`src/rtl/extend_reduce.sv`:
```
// Retires one batch of extend-lane results one lane per cycle: writes each live
// lane's offset into the wavefront BRAM and tracks the furthest offset and tile-end reach.
module extend_reduce #(
  parameter int NUM_EXTEND    = 8,
  parameter int TILE_SIZE     = 512,
  parameter int LOG_TILE_SIZE = $clog2(TILE_SIZE),
  parameter int TB_ADDR       = 10,
  parameter int LANE_WIDTH    = 2*LOG_TILE_SIZE+TB_ADDR+2
) (
  input  logic                             clk,
  input  logic                             rst,
  input  logic                             batch_valid,
  input  logic [NUM_EXTEND*LANE_WIDTH-1:0] batch_data,
  input  logic [NUM_EXTEND-1:0]            lane_valid,
  output logic                             batch_ready,
  input  logic [LOG_TILE_SIZE:0]           target_k,
  input  logic [LOG_TILE_SIZE-1:0]         target_offset,
  input  logic                             clear,
  output logic                             wf_wen,
  output logic [TB_ADDR-1:0]               wf_addr,
  output logic [LOG_TILE_SIZE-1:0]         wf_din,
  output logic [LOG_TILE_SIZE-1:0]         max_offset,
  output logic                             reach_end,
  output logic [TB_ADDR-1:0]               reach_tbaddr,
  output logic                             batch_done
);

  localparam int IDX_W = (NUM_EXTEND > 1) ? $clog2(NUM_EXTEND) : 1;
  localparam logic [IDX_W-1:0] LAST_IDX = IDX_W'(NUM_EXTEND-1);

  typedef enum logic [1:0] {
    IDLE = 2'd0,
    SCAN = 2'd1,
    DONE = 2'd2
  } state_t;

  state_t state, state_next;

  logic [NUM_EXTEND*LANE_WIDTH-1:0] data_q;
  logic [NUM_EXTEND-1:0]            valid_q;
  logic [IDX_W-1:0]                 idx;

  logic [LANE_WIDTH-1:0]    lane_word;
  logic                     lane_is_valid;
  logic [LOG_TILE_SIZE:0]   lane_k;
  logic [LOG_TILE_SIZE-1:0] lane_offset;
  logic [TB_ADDR-1:0]       lane_tbaddr;
  logic                     lane_live;
  logic                     accept;
  logic                     lane_hits_target;

  // Lane word layout, MSB first: {is_valid, k, offset, tbaddr}
  always_comb begin
    lane_word     = data_q[int'(idx)*LANE_WIDTH +: LANE_WIDTH];
    lane_tbaddr   = lane_word[TB_ADDR-1:0];
    lane_offset   = lane_word[TB_ADDR +: LOG_TILE_SIZE];
    lane_k        = lane_word[TB_ADDR+LOG_TILE_SIZE +: LOG_TILE_SIZE+1];
    lane_is_valid = lane_word[LANE_WIDTH-1];
  end

  assign accept           = (state == IDLE) && batch_valid;
  assign lane_live        = (state == SCAN) && valid_q[idx] && lane_is_valid;
  assign lane_hits_target = (lane_k == target_k) && (lane_offset >= target_offset);

  always_ff @(posedge clk or posedge rst) begin
    if (rst) state <= IDLE;
    else     state <= state_next;
  end

  always_comb begin
    state_next  = state;
    batch_ready = 1'b0;
    case (state)
      IDLE: begin
        batch_ready = 1'b1;
        if (batch_valid) state_next = SCAN;
      end
      SCAN:    if (idx == LAST_IDX) state_next = DONE;
      DONE:    state_next = IDLE;
      default: state_next = IDLE;
    endcase
  end

  // The batch is captured on accept so upstream is free to move on immediately
  always_ff @(posedge clk or posedge rst) begin
    if (rst) begin
      data_q  <= '0;
      valid_q <= '0;
      idx     <= '0;
    end else if (accept) begin
      data_q  <= batch_data;
      valid_q <= lane_valid;
      idx     <= '0;
    end else if (state == SCAN) begin
      idx <= idx + IDX_W'(1);
    end
  end

  always_ff @(posedge clk or posedge rst) begin
    if (rst) begin
      wf_wen     <= 1'b0;
      wf_addr    <= '0;
      wf_din     <= '0;
      batch_done <= 1'b0;
    end else begin
      wf_wen     <= lane_live;
      batch_done <= (state == DONE);
      if (lane_live) begin
        wf_addr <= lane_tbaddr;
        wf_din  <= lane_offset;
      end
    end
  end

  // clear beats a same-cycle live lane: the lane is still written but not tracked
  always_ff @(posedge clk or posedge rst) begin
    if (rst) begin
      max_offset   <= '0;
      reach_end    <= 1'b0;
      reach_tbaddr <= '0;
    end else if (clear) begin
      max_offset   <= '0;
      reach_end    <= 1'b0;
      reach_tbaddr <= '0;
    end else if (lane_live) begin
      if (lane_offset > max_offset) max_offset <= lane_offset;
      if (!reach_end && lane_hits_target) begin
        reach_end    <= 1'b1;
        reach_tbaddr <= lane_tbaddr;
      end
    end
  end

endmodule

```
`config.mk`:
```
export PLATFORM = sky130hd
export DESIGN_NAME = extend_reduce
export DESIGN_NICKNAME = d
export VERILOG_FILES = /design/src/rtl/extend_reduce.sv
export SDC_FILE = /design/constraint.sdc
export NUM_CORES = 1
export LEC_CHECK = 0
export CAP_MARGIN = 20
export CELL_PAD_IN_SITES_DETAIL_PLACEMENT = 1
export CELL_PAD_IN_SITES_GLOBAL_PLACEMENT = 1
export CORE_MARGIN = 4
export CORE_UTILIZATION = 37
export DETAILED_ROUTE_END_ITERATION = 16
export GPL_TIMING_DRIVEN = 0
export PLACE_DENSITY = 0.74
export SLEW_MARGIN = 20
export SYNTH_ARGS = -nofsm -noshare
export SYNTH_HDL_FRONTEND = slang
export SYNTH_SLANG_ARGS = --single-unit
```
`constraint.sdc`:
```
create_clock -name clk -period 9.7 [get_ports clk]
set_clock_uncertainty 0.15 [all_clocks]
set_input_delay 1.94 -clock clk [delete_from_list [all_inputs] [get_ports clk]]
set_output_delay 1.94 -clock clk [all_outputs]
set_load 0.005 [all_outputs]
```
==> impl_metrics.yaml <==
run_status:
  status: "finished, final reports clean"
yosys:
  synthSimpleGateAreaFrac_pct: 2.371
  netlist_area_um2: 13300
  synth_top_family_by_area: "multiplexers"
  synth_adder_area_share_pct: 1.882
  synth_ff_type: "dfrtp_1"
  ys_warn_count: 0
  syn_avg_cell_area_um2: 14.79
  ys_ff_latch: 294
  synth_area_leaders: "dfrtp_1, mux2_2, mux4_2"
  synthXorXnorAreaFrac_pct: 0.5927
  async_flop_share_pct: 100.0
  synth.net_count: 1190
  synth.largest_area_cell: "dfrtp_1"
  synth_top_area_share_pct: 55.32
  synth_compound_area_share_pct: 4.111
  muxShareOfSynthArea_pct: 32.91
  synth_cell_types: 46
  netlist_instances: 899
  synth_edf_count: 0
  ys_seq_area_share_pct: 55.32
timing:
  setup-tns-final_ns: 0
  rsz0062_at_grt: "false"
  setup_violations: 0
  period_needed_ns: 5.369
  max_freq_ghz: 0.1862
  period_share_pct: 55.35
  drv_slew: 0
  slew_headroom_pct: 32.49
  hold_ws_ns: 0.3259
  worstMarginPinSlew_ns: 1.013
  hold_viol_final: 0
place:
  dp_hpwl_mm: 32.19
  routabilityCongestion: 0.7987
  placed_cells: 1681
  io_buffers: 311
floorplan:
  num_io_pins: 313
  initial_core_util_pct: 37.48
  dieArea_um2: 39040
  coreArea_um2: 35480
  row_count: 69
  fp.dieH_um: 197.6
  die_x_um: 197.6
setup_path:
  worstPathArrival_ns: 5.61
  path_max_fanout: 10
  critPathKind: "flip-flop to flip-flop"
  cpMostUsedCell: "buf_2"
  critPathBufInv: 7
  crit_path_top_delay_cell: "clkbuf_1"
  startpoint_type: "flip-flop"
  critPathMaxStageDelay_ns: 0.66
  crit_required_ns: 9.94
  endpoint_kind: "flip-flop"
  path_delay_family: "buffers and inverters"
  crit_chain: "buf_2, buf_4, buf_4, buf_2, clkbuf_1, mux4_2, mux2i_1, inv_1, ha_1, a21o_1, a21oi_1, nor2b_1, o311ai_0, a21oi_2, buf_2, a211oi_1"
final_layout:
  area.growth.synth_to_final_pct: 38.30
  layout.nets: 1549
  fillers: 3526
  layout_commonest_cell: "clkdlybuf4s50_1"
  final_layout_size_suffix_gt1_share_pct: 29.98
  layout_common_cells: "clkdlybuf4s50_1, dfrtp_1, mux2_2, mux4_2, clkbuf_1"
  fin_cells: 1748
power_and_ir_drop:
  p_int_uw: 3959
  total_power_uw: 5970
  combPwrFrac_pct: 42.1
  cellLeakagePower_uw: 0.007580
  peakVddDrop_mv: 0.1745
  powerDensity_nw_per_um2: 324.6
  seqPwrFrac_pct: 35.7
  clockPowerShare_pct: 22.3
  net-switching-power_uw: 2011
  p_sw_share_pct: 33.68
clock_tree:
  clk-insertion-delay-late_ns: 0.51
  clk_pin_slew_ns: 0.06
  htreeDepth: 2
  clock-root-buffer: "clkbuf_16"
  cts_tree: "yes"
  postCtsSetupBuffers: 0
  clockBufferDepth: 3
  clock_sinks: 294
  cts_buffers: 36
  postCtsHoldBufs: 0
  ctsResizeCount: 0
grt:
  grt_pass1_wl_mm: 63.29
  grt_overflow_total: 0
  antenna_found_initial: 14
  grt_pass1_vias: 10100
  globalRouteTotalUtil_pct: 21.38
  grt_max_degree: 35
drt:
  avgViaCountPerCell: 5.162
  drt-initial-drc-count: 210
  routedWlPerCell_um: 24.35
  num_vias: 9024
  ant_nets: 0
  first_pass_iters: 4
  drc: 0
  wl_mm: 42.56
worst_hold_path:
  hp-class: "flip-flop to flip-flop"
run:
  drv_cap: 0
[registers in the layout, indices dropped and copies added, names as in the netlist]
register and flops:
max_offset 9, batch_done 1, wf_din 9, state 2, reach_end 1, valid_q 8, idx 3, reach_tbaddr 10
wf_addr 10, wf_wen 1, data_q 240
[final cells by class]
type	count	area [um2]	share of cell area, %
antenna	6	15.01	0.08163
buffer	57	257.7	1.401
clock buffer	52	1064	5.782
clock inverter	9	113.9	0.6190
inverter	31	120.1	0.6531
multi-input combinational	517	5568	30.27
sequential	294	7357	40.00
tap	461	576.8	3.136
timing repair buffer	321	3321	18.05
[metrics by stage]
| step | worst slack, ns | utilization, % | area (um2) |
|---|---|---|---|
| 3_5_place_dp | 4.285 | 48.47 | 17200 |
| 6_report | 4.331 | 51.84 | 18390 |
| 5_1_grt | 4.002 | 51.83 | 18390 |
| 4_1_cts | 4.208 | 51.79 | 18380 |
| 2_1_floorplan | 3.707 | - | 13300 |
| 3_3_place_gp | 1.400 | 47.89 | 16990 |
[power groups by stage]
| stage | sequential [uW] | clock, uW | combinational, uW |
|---|---|---|---|
| floorplan | 2040 | 0 | 1730 |
| global placement | 2110 | 0 | 2450 |
| detailed placement | 2150 | 0 | 2540 |
| CTS | 2130 | 1360 | 2560 |
| global route | 2200 | 1420 | 2750 |
| finish | 2130 | 1330 | 2510 |
[metal layers]
metal / routed length, um / global-route usage (%)
met1: 17690 / 27.70
met5: 128 / 0
met4: 774 / 5.509
met3: 2711 / 5.816
met2: 21260 / 35.86
[logic make-up after synthesis]
logic type,after synthesis
XOR/XNOR,9
AO/OA/AOI/OAI,80
flip-flops,294
AND/OR/NAND/NOR,64
adder cells (fa/ha/maj),20
multiplexers,344
buffers and inverters,88
[cells in the mapped netlist, types with 2 or more instances]
| cell | instances |
|---|---|
| buf_6 | 2 |
| nand3_1 | 3 |
| dfrtp_1 | 294 |
| o22ai_1 | 5 |
| o21a_1 | 10 |
| inv_1 | 29 |
| buf_2 | 11 |
| buf_4 | 4 |
| mux2_2 | 251 |
| nand2b_1 | 3 |
| nand4_1 | 2 |
| mux2_1 | 5 |
| o21ai_0 | 24 |
| nor2b_1 | 5 |
| and2_1 | 2 |
| clkbuf_1 | 37 |
| a22o_1 | 3 |
| a21oi_1 | 5 |
| a221oi_1 | 3 |
| nor2_1 | 12 |
| and3_1 | 3 |
| xor2_1 | 7 |
| o21bai_1 | 2 |
| xnor2_1 | 2 |
| buf_1 | 3 |
| mux4_2 | 49 |
| ha_1 | 20 |
| a21o_1 | 2 |
| mux2i_1 | 39 |
| a41oi_1 | 10 |
| a211oi_1 | 10 |
| nor3_1 | 2 |
| nand2_1 | 27 |
[path summary, 6_finish.rpt]
check	cells past startpoint	to	slack (ns)	start
max in group asynchronous	5	valid_q[0]	6.62	rst
worst min-delay path	2	wf_addr[6]	0.33	wf_addr[6]
worst max register to register	16	max_offset[1]	4.33	idx[0]
min in group asynchronous	2	data_q[75]	1.73	rst
worst min register to register	2	wf_addr[6]	0.33	wf_addr[6]
worst max-delay path	16	max_offset[1]	4.33	idx[0]
[worst reg2reg max path: stages (launching register included)]
cell and delay (ns):
dfrtp_1 0.35, buf_2 0.22, buf_4 0.27, buf_4 0.28, buf_2 0.46, clkbuf_1 0.67
mux4_2 0.46, mux2i_1 0.37, inv_1 0.13, ha_1 0.31, a21o_1 0.18, a21oi_1 0.16
nor2b_1 0.06, o311ai_0 0.40, a21oi_2 0.23, buf_2 0.26, a211oi_1 0.27
Power figures use the tool's default switching activity.
